===== src/rtl/board_pkg.sv =====
// Shared types and colour constants for the board renderer.
package board_pkg;

    localparam logic [2:0] COL_RED    = 3'b100;
    localparam logic [2:0] COL_WHITE  = 3'b111;
    localparam logic [2:0] COL_YELLOW = 3'b110;
    localparam logic [2:0] COL_BLUE   = 3'b001;
    localparam logic [2:0] COL_GREEN  = 3'b010;

    typedef enum logic [1:0] {
        IDLE,
        DRAW,
        FIN
    } state_t;

    function automatic logic [2:0] tile_color(
        input logic mine,
        input logic flag,
        input logic step
    );
        logic [2:0] c;
        if (step && mine) c = COL_RED;
        else if (step)    c = COL_WHITE;
        else if (flag)    c = COL_YELLOW;
        else              c = COL_BLUE;
        return c;
    endfunction

endpackage


===== src/rtl/board_renderer_if.sv =====
// Start/done handshake plus pixel write bus towards the frame-buffer adapter.
interface board_renderer_if;
    logic       start;
    logic [7:0] x;
    logic [6:0] y;
    logic [2:0] color;
    logic       plot;
    logic       busy;
    logic       done;

    modport master (
        input  start,
        output x, y, color, plot, busy, done
    );

    modport slave (
        output start,
        input  x, y, color, plot, busy, done
    );
endinterface


===== src/rtl/board_renderer_tile_scan_counter.sv =====
// Nested pixel/tile scan counters; col/row tracked directly to avoid a divide.
module tile_scan_counter #(
    parameter int COLS   = 8,
    parameter int ROWS   = 8,
    parameter int TILE_W = 18,
    parameter int TILE_H = 13,
    localparam int PXW = (TILE_W > 1) ? $clog2(TILE_W) : 1,
    localparam int PYW = (TILE_H > 1) ? $clog2(TILE_H) : 1,
    localparam int CW  = (COLS > 1) ? $clog2(COLS) : 1,
    localparam int RW  = (ROWS > 1) ? $clog2(ROWS) : 1,
    localparam int TW  = (COLS * ROWS > 1) ? $clog2(COLS * ROWS) : 1
) (
    input  logic           clk,
    input  logic           reset,
    input  logic           en,
    output logic [PXW-1:0] px,
    output logic [PYW-1:0] py,
    output logic [CW-1:0]  col,
    output logic [RW-1:0]  row,
    output logic [TW-1:0]  tile,
    output logic           last
);

    logic last_px, last_py, last_col, last_row;

    assign last_px  = (px == PXW'(TILE_W - 1));
    assign last_py  = (py == PYW'(TILE_H - 1));
    assign last_col = (col == CW'(COLS - 1));
    assign last_row = (row == RW'(ROWS - 1));
    assign last     = last_px & last_py & last_col & last_row;

    always_ff @(posedge clk) begin
        if (reset) begin
            px   <= '0;
            py   <= '0;
            col  <= '0;
            row  <= '0;
            tile <= '0;
        end else if (en) begin
            if (!last_px) begin
                px <= px + PXW'(1);
            end else begin
                px <= '0;
                if (!last_py) begin
                    py <= py + PYW'(1);
                end else begin
                    py   <= '0;
                    tile <= last ? '0 : tile + TW'(1);
                    if (!last_col) begin
                        col <= col + CW'(1);
                    end else begin
                        col <= '0;
                        row <= last_row ? '0 : row + RW'(1);
                    end
                end
            end
        end
    end

endmodule


===== src/rtl/board_renderer.sv =====
// Draws a COLS x ROWS minesweeper board one pixel per cycle from a start-time map snapshot.
// Optional tile cursor outline enabled by defining BOARD_CURSOR_EN.
module board_renderer
    import board_pkg::*;
#(
    parameter int COLS    = 8,
    parameter int ROWS    = 8,
    parameter int TILE_W  = 18,
    parameter int TILE_H  = 13,
    parameter int PITCH_X = 20,
    parameter int PITCH_Y = 15,
    parameter int X0      = 0,
    parameter int Y0      = 0,
    localparam int N   = COLS * ROWS,
    localparam int PXW = (TILE_W > 1) ? $clog2(TILE_W) : 1,
    localparam int PYW = (TILE_H > 1) ? $clog2(TILE_H) : 1,
    localparam int CW  = (COLS > 1) ? $clog2(COLS) : 1,
    localparam int RW  = (ROWS > 1) ? $clog2(ROWS) : 1,
    localparam int TW  = (N > 1) ? $clog2(N) : 1,
    // one spare bit so out-of-range cursor indices are expressible
    localparam int KW  = TW + 1
) (
    input  logic                   clk,
    input  logic                   reset,
    input  logic [N-1:0]           mine_map,
    input  logic [N-1:0]           flag_map,
    input  logic [N-1:0]           step_map,
`ifdef BOARD_CURSOR_EN
    input  logic [KW-1:0]          cursor_n,
`endif
    board_renderer_if.master       bus
);

    state_t state, state_n;

    logic [PXW-1:0] px;
    logic [PYW-1:0] py;
    logic [CW-1:0]  col;
    logic [RW-1:0]  row;
    logic [TW-1:0]  tile;
    logic           last;
    logic           last_q;
    logic           accept;
    logic           cnt_en;

    logic [N-1:0] mine_snap, flag_snap, step_snap;
    logic [N-1:0] mine_src, flag_src, step_src;
    logic [7:0]   x_n;
    logic [6:0]   y_n;
    logic [2:0]   c_n;

    tile_scan_counter #(
        .COLS   (COLS),
        .ROWS   (ROWS),
        .TILE_W (TILE_W),
        .TILE_H (TILE_H)
    ) u_scan (
        .clk   (clk),
        .reset (reset),
        .en    (cnt_en),
        .px    (px),
        .py    (py),
        .col   (col),
        .row   (row),
        .tile  (tile),
        .last  (last)
    );

    always_comb begin
        state_n = state;
        accept  = (state == IDLE) && bus.start;
        cnt_en  = accept || ((state == DRAW) && !last_q);
        unique case (state)
            IDLE:    if (bus.start) state_n = DRAW;
            DRAW:    if (last_q) state_n = FIN;
            FIN:     state_n = IDLE;
            default: state_n = IDLE;
        endcase
    end

    always_ff @(posedge clk) begin
        if (reset) begin
            state  <= IDLE;
            last_q <= 1'b0;
        end else begin
            state  <= state_n;
            last_q <= cnt_en & last;
        end
    end

    // The pixel registered on the accept edge must use the live maps.
    assign mine_src = (state == IDLE) ? mine_map : mine_snap;
    assign flag_src = (state == IDLE) ? flag_map : flag_snap;
    assign step_src = (state == IDLE) ? step_map : step_snap;

`ifdef BOARD_CURSOR_EN
    logic [KW-1:0] cur_snap;
    logic [KW-1:0] cur_src;
    logic          outline;

    assign cur_src = (state == IDLE) ? cursor_n : cur_snap;
    assign outline = (px == '0) || (px == PXW'(TILE_W - 1)) ||
                     (py == '0) || (py == PYW'(TILE_H - 1));

    always_comb begin
        c_n = tile_color(mine_src[tile], flag_src[tile], step_src[tile]);
        if (outline && ({1'b0, tile} == cur_src)) c_n = COL_GREEN;
    end

    always_ff @(posedge clk) begin
        if (reset) cur_snap <= '0;
        else if (accept) cur_snap <= cursor_n;
    end
`else
    always_comb begin
        c_n = tile_color(mine_src[tile], flag_src[tile], step_src[tile]);
    end
`endif

    assign x_n = 8'(X0 + int'(col) * PITCH_X + int'(px));
    assign y_n = 7'(Y0 + int'(row) * PITCH_Y + int'(py));

    always_ff @(posedge clk) begin
        if (reset) begin
            mine_snap <= '0;
            flag_snap <= '0;
            step_snap <= '0;
        end else if (accept) begin
            mine_snap <= mine_map;
            flag_snap <= flag_map;
            step_snap <= step_map;
        end
    end

    always_ff @(posedge clk) begin
        if (reset) begin
            bus.x     <= '0;
            bus.y     <= '0;
            bus.color <= '0;
            bus.plot  <= 1'b0;
            bus.busy  <= 1'b0;
            bus.done  <= 1'b0;
        end else begin
            bus.plot <= cnt_en;
            bus.busy <= cnt_en;
            bus.done <= (state == DRAW) && last_q;
            if (cnt_en) begin
                bus.x     <= x_n;
                bus.y     <= y_n;
                bus.color <= c_n;
            end
        end
    end

endmodule

===== src/flat_wrapper.sv =====
// flat-port wrapper written by rule: the top's interface ports become plain ports
module board_renderer_flat import board_pkg::*;
#(
    parameter int COLS    = 8,
    parameter int ROWS    = 8,
    parameter int TILE_W  = 18,
    parameter int TILE_H  = 13,
    parameter int PITCH_X = 20,
    parameter int PITCH_Y = 15,
    parameter int X0      = 0,
    parameter int Y0      = 0,
    localparam int N   = COLS * ROWS,
    localparam int PXW = (TILE_W > 1) ? $clog2(TILE_W) : 1,
    localparam int PYW = (TILE_H > 1) ? $clog2(TILE_H) : 1,
    localparam int CW  = (COLS > 1) ? $clog2(COLS) : 1,
    localparam int RW  = (ROWS > 1) ? $clog2(ROWS) : 1,
    localparam int TW  = (N > 1) ? $clog2(N) : 1,
                                                                   
    localparam int KW  = TW + 1
)
  (clk, reset, mine_map, flag_map, step_map, bus_start, bus_x, bus_y, bus_color, bus_plot, bus_busy, bus_done);
  board_renderer_if bus_i ();
  input  logic clk;
  input  logic reset;
  input  logic [N-1:0] mine_map;
  input  logic [N-1:0] flag_map;
  input  logic [N-1:0] step_map;
  input wire logic [$bits(bus_i.start)-1:0] bus_start;
  output wire logic [$bits(bus_i.x)-1:0] bus_x;
  output wire logic [$bits(bus_i.y)-1:0] bus_y;
  output wire logic [$bits(bus_i.color)-1:0] bus_color;
  output wire logic [$bits(bus_i.plot)-1:0] bus_plot;
  output wire logic [$bits(bus_i.busy)-1:0] bus_busy;
  output wire logic [$bits(bus_i.done)-1:0] bus_done;
  assign bus_i.start = bus_start;
  assign bus_x = bus_i.x;
  assign bus_y = bus_i.y;
  assign bus_color = bus_i.color;
  assign bus_plot = bus_i.plot;
  assign bus_busy = bus_i.busy;
  assign bus_done = bus_i.done;
  board_renderer #(.COLS(COLS), .ROWS(ROWS), .TILE_W(TILE_W), .TILE_H(TILE_H), .PITCH_X(PITCH_X), .PITCH_Y(PITCH_Y), .X0(X0), .Y0(Y0)) u_core (.clk(clk), .reset(reset), .mine_map(mine_map), .flag_map(flag_map), .step_map(step_map), .bus(bus_i));
endmodule

===== config.mk =====
export PLATFORM = sky130hd
export DESIGN_NAME = board_renderer_flat
export DESIGN_NICKNAME = d
export VERILOG_FILES = /design/src/rtl/board_pkg.sv /design/src/rtl/board_renderer_if.sv /design/src/rtl/board_renderer_tile_scan_counter.sv /design/src/rtl/board_renderer.sv /design/src/flat_wrapper.sv
export SDC_FILE = /design/constraint.sdc
export NUM_CORES = 1
export LEC_CHECK = 0
export ABC_AREA = 0
export CAP_MARGIN = 20
export CORE_MARGIN = 3
export CORE_UTILIZATION = 40
export DETAILED_ROUTE_END_ITERATION = 6
export GPL_ROUTABILITY_DRIVEN = 1
export PLACE_DENSITY = 0.66
export SLEW_MARGIN = 20
export SYNTH_ARGS = -nofsm -noshare
export SYNTH_HDL_FRONTEND = slang
export SYNTH_HIERARCHICAL = 1
export SYNTH_SLANG_ARGS = --single-unit

===== constraint.sdc =====
create_clock -name clk -period 2.81 [get_ports clk]
set_input_delay 0.843 -clock clk [delete_from_list [all_inputs] [get_ports clk]]
set_output_delay 0.843 -clock clk [all_outputs]
set_load 0.02 [all_outputs]

==> run summary <==
status: finished, final reports clean
H-tree levels: 1
Site Rows: 64
register area share after synthesis: 37.8%
Cell variety after synth: 73
number of global-route vias before repair: 11669
final setup margin: 0.108 ns
Pleak: 6.10 nW
ys async rst share: 0%
Crit Path Max Fanout: 9
Critical Path AT: 3.16 ns
Hold WC Path Type: flip-flop to flip-flop
Cells after Synth: 1547
pwr dens: 501 nW/µm²
non-filler cells in the finished layout: 2173
core area: 30700 µm²
gp weighted congestion: 0.843
Initial Util: 40.8%
crit path to: u_core/bus.color[0]$_SDFFE_PP0N_
die height: 183 µm
final setup fails: 0
worst r2r src: u_core/u_scan/tile[0]$_SDFFE_PP0P_
CP endpoint kind: flip-flop
vias: 12058
YS warnings: 6
fmax: 370 MHz
Layout Skew: 0.0149 ns
initial antenna violation count: 3
fillers: 2819
drt initial violations: 871
TNS Setup: 0 ns
RSZ-0062 raised after global routing: yes
Max-Slew Margin vs Limit: 55.3%
CTS clk-pin slew, worst paths: 0.06 ns
number of flops mapped to enable cells by yosys: 0
drt drc: 0
Slew Limit Fails: 0
clk sink count: 236
Reg2Reg Setup Slack: 0.11 ns
Root Driver: clkbuf_16
# hold bufs at CTS: 0
start point of the critical path: u_core/u_scan/tile[0]$_SDFFE_PP0P_
layout cells sized above 1: 12.2%
Setup Crit Path Kind: flip-flop to flip-flop
first-pass GRT wire length: 63.1 mm
CTS Buffer Depth: 3
VDD IR max: 0.470 mV
largest net degree at the start of global routing: 109
final core utilization: 53.4%
DRT Wirelength: 41.5 mm
Reg2Reg Capture Point: u_core/bus.color[0]$_SDFFE_PP0N_
total CTS buffers: 27
port bufs: 215
die area: 33400 µm²
post-placement cell count: 2118
Syn Area/Cell: 8.09 µm²
total of max-cap violations: 0
storage element area: 4730 µm²
R2R depth: 10
Pre-Repair DR Iteration Count: 6
final instance area: 16400 µm²
Synth Register Bits: 236
vias per cell: 5.55
Slew @ Worst Pin: 0.669 ns
PnR Total Power: 8.20 mW
pre-CTS setup slack: -0.420 ns
die width: 183 µm
Detailed Place HPWL: 28.5 mm
mapped cell area: 12500 µm²
Mapped Nets: 1773
hold slack: 0.449 ns
routed length per instance: 19.1 µm
ANT nets after route: 0
CTS tree: yes
area of the multi-input gates: 7060 µm²
NumNets Final: 1986
Tcrit/Tclk final: 96.1%
minimum clock period: 2.70 ns
I/O Pins: 216
ys flop type: dfxtp_1
GRT Total Usage: 23.4%
Clk Latency, worst-skew pair: 0.53 ns
Req. time, crit path: 3.26 ns
Area Growth Syn to Fin: 30.9%
Startpoint Class: flip-flop
Fin. Hold Viols: 0
final global-route overflow total: 0
Cell Area, Placed: 15400 µm²
-- worst min-delay path by stage --
stage | from | end | slack (ns) | cells past startpoint
detailed placement | u_core/mine_snap[49]$_SDFFE_PP0P_ | u_core/mine_snap[49]$_SDFFE_PP0P_ | 0.44 | 2
global placement | u_core/step_snap[5]$_SDFFE_PP0P_ | u_core/step_snap[5]$_SDFFE_PP0P_ | 0.44 | 2
finish | u_core/step_snap[10]$_SDFFE_PP0P_ | u_core/step_snap[10]$_SDFFE_PP0P_ | 0.45 | 2
global route | u_core/flag_snap[26]$_SDFFE_PP0P_ | u_core/flag_snap[26]$_SDFFE_PP0P_ | 0.47 | 2
CTS | u_core/mine_snap[49]$_SDFFE_PP0P_ | u_core/mine_snap[49]$_SDFFE_PP0P_ | 0.45 | 2
floorplan | u_core/flag_snap[20]$_SDFFE_PP0P_ | u_core/flag_snap[20]$_SDFFE_PP0P_ | 0.43 | 2
-- cells in the mapped netlist (all sizes together) (12+ instances only) --
| cell | count | area [µm²] |
|---|---|---|
| nand2 | 511 | 1920 |
| buf | 53 | 368 |
| dfxtp | 236 | 4720 |
| a31oi | 12 | 75.1 |
| a211oi | 27 | 218 |
| clkbuf | 72 | 270 |
| mux4 | 51 | 1150 |
| mux2i | 20 | 200 |
| ha | 27 | 338 |
| nor2 | 24 | 97.6 |
| nand3 | 30 | 155 |
| o21ai | 23 | 115 |
| o211ai | 13 | 97.6 |
| inv | 36 | 135 |
| nand4 | 14 | 109 |
| a21oi | 238 | 1190 |
| o21a | 20 | 150 |
-- placed cells by master, fill, tap and decap left out, types with 7 or more instances in the layout --
master           count
inv_1               35
nand4_1             12
nand2_1            509
mux2i_1             20
buf_12              17
nand3_1             29
o21a_1              20
buf_4               71
a31oi_1             12
a311oi_1             8
ha_1                27
clkbuf_16           30
nor3_1              10
clkdlybuf4s50_1    214
o21ai_0             21
a21oi_1            237
a211oi_1            22
dfxtp_1            233
clkbuf_1             7
mux4_2              51
nor2_1              23
o211ai_1            13
xnor2_1             11
-- area by class of cell --
cell class | count | share of cell area (%)
multi-input combinational | 1149 | 43.1
inverter | 37 | 0.848
timing repair buffer | 309 | 19.2
clock buffer | 37 | 4.54
clock inverter | 8 | 0.413
tap | 396 | 3.03
antenna | 1 | 0.0153
sequential | 236 | 28.9
-- sequential cells by signal (all words and copies together) (netlist names) --
name and count:
u_core/bus.color 3, u_core/mine_snap 64, u_core/bus.done 1, u_core/u_scan/px 5, u_core/u_scan/py 4, u_core/state 2
u_core/u_scan/tile 6, u_core/last_q 1, u_core/u_scan/col 3, u_core/bus.busy 1, u_core/bus.x 8, u_core/u_scan/row 3
u_core/flag_snap 64, u_core/step_snap 64, u_core/bus.y 7
-- power by group --
part	switching, mW	internal [mW]
Combinational	0.632	0.654
Clock	1.38	1.92
Sequential	0.0886	3.52
Total	2.11	6.09
-- per-layer routing --
metal | routed length (µm) | GRT usage, % | vias to the layer above
li1 | - | - | 5791
met1 | 17800 | 30.7 | 5733
met2 | 19300 | 38.5 | 437
met3 | 2900 | 4.84 | 93
met4 | 1460 | 8.07 | 4
met5 | 27 | 0 | -
-- logic make-up after synthesis --
family,after synthesis,synth area share [%]
compound gates,392,19.0
xor+xnor,17,1.19
fa+ha+maj,31,3.34
buf+inv,162,6.21
flops,236,37.8
mux,72,10.9
simple gates,637,21.7
-- critical path, cell delays in order, from the launching register on --
cell and delay, ns:
dfxtp_2 0.38, nand2b_1 0.28, buf_4 0.23, a211oi_1 0.45
o41ai_2 0.16, a211o_1 0.33, a211oi_4 0.26, nor4_4 0.08
buf_4 0.16, a21o_1 0.15, o211ai_1 0.15
-- what timing repair did --
action / in CTS / in global routing
resized for setup: 0 / 15
setup buffers: 0 / 6
hold endpoints to repair: 0 / 0
setup endpoints to repair: 0 / 5
(Power assumes the default switching activity.)
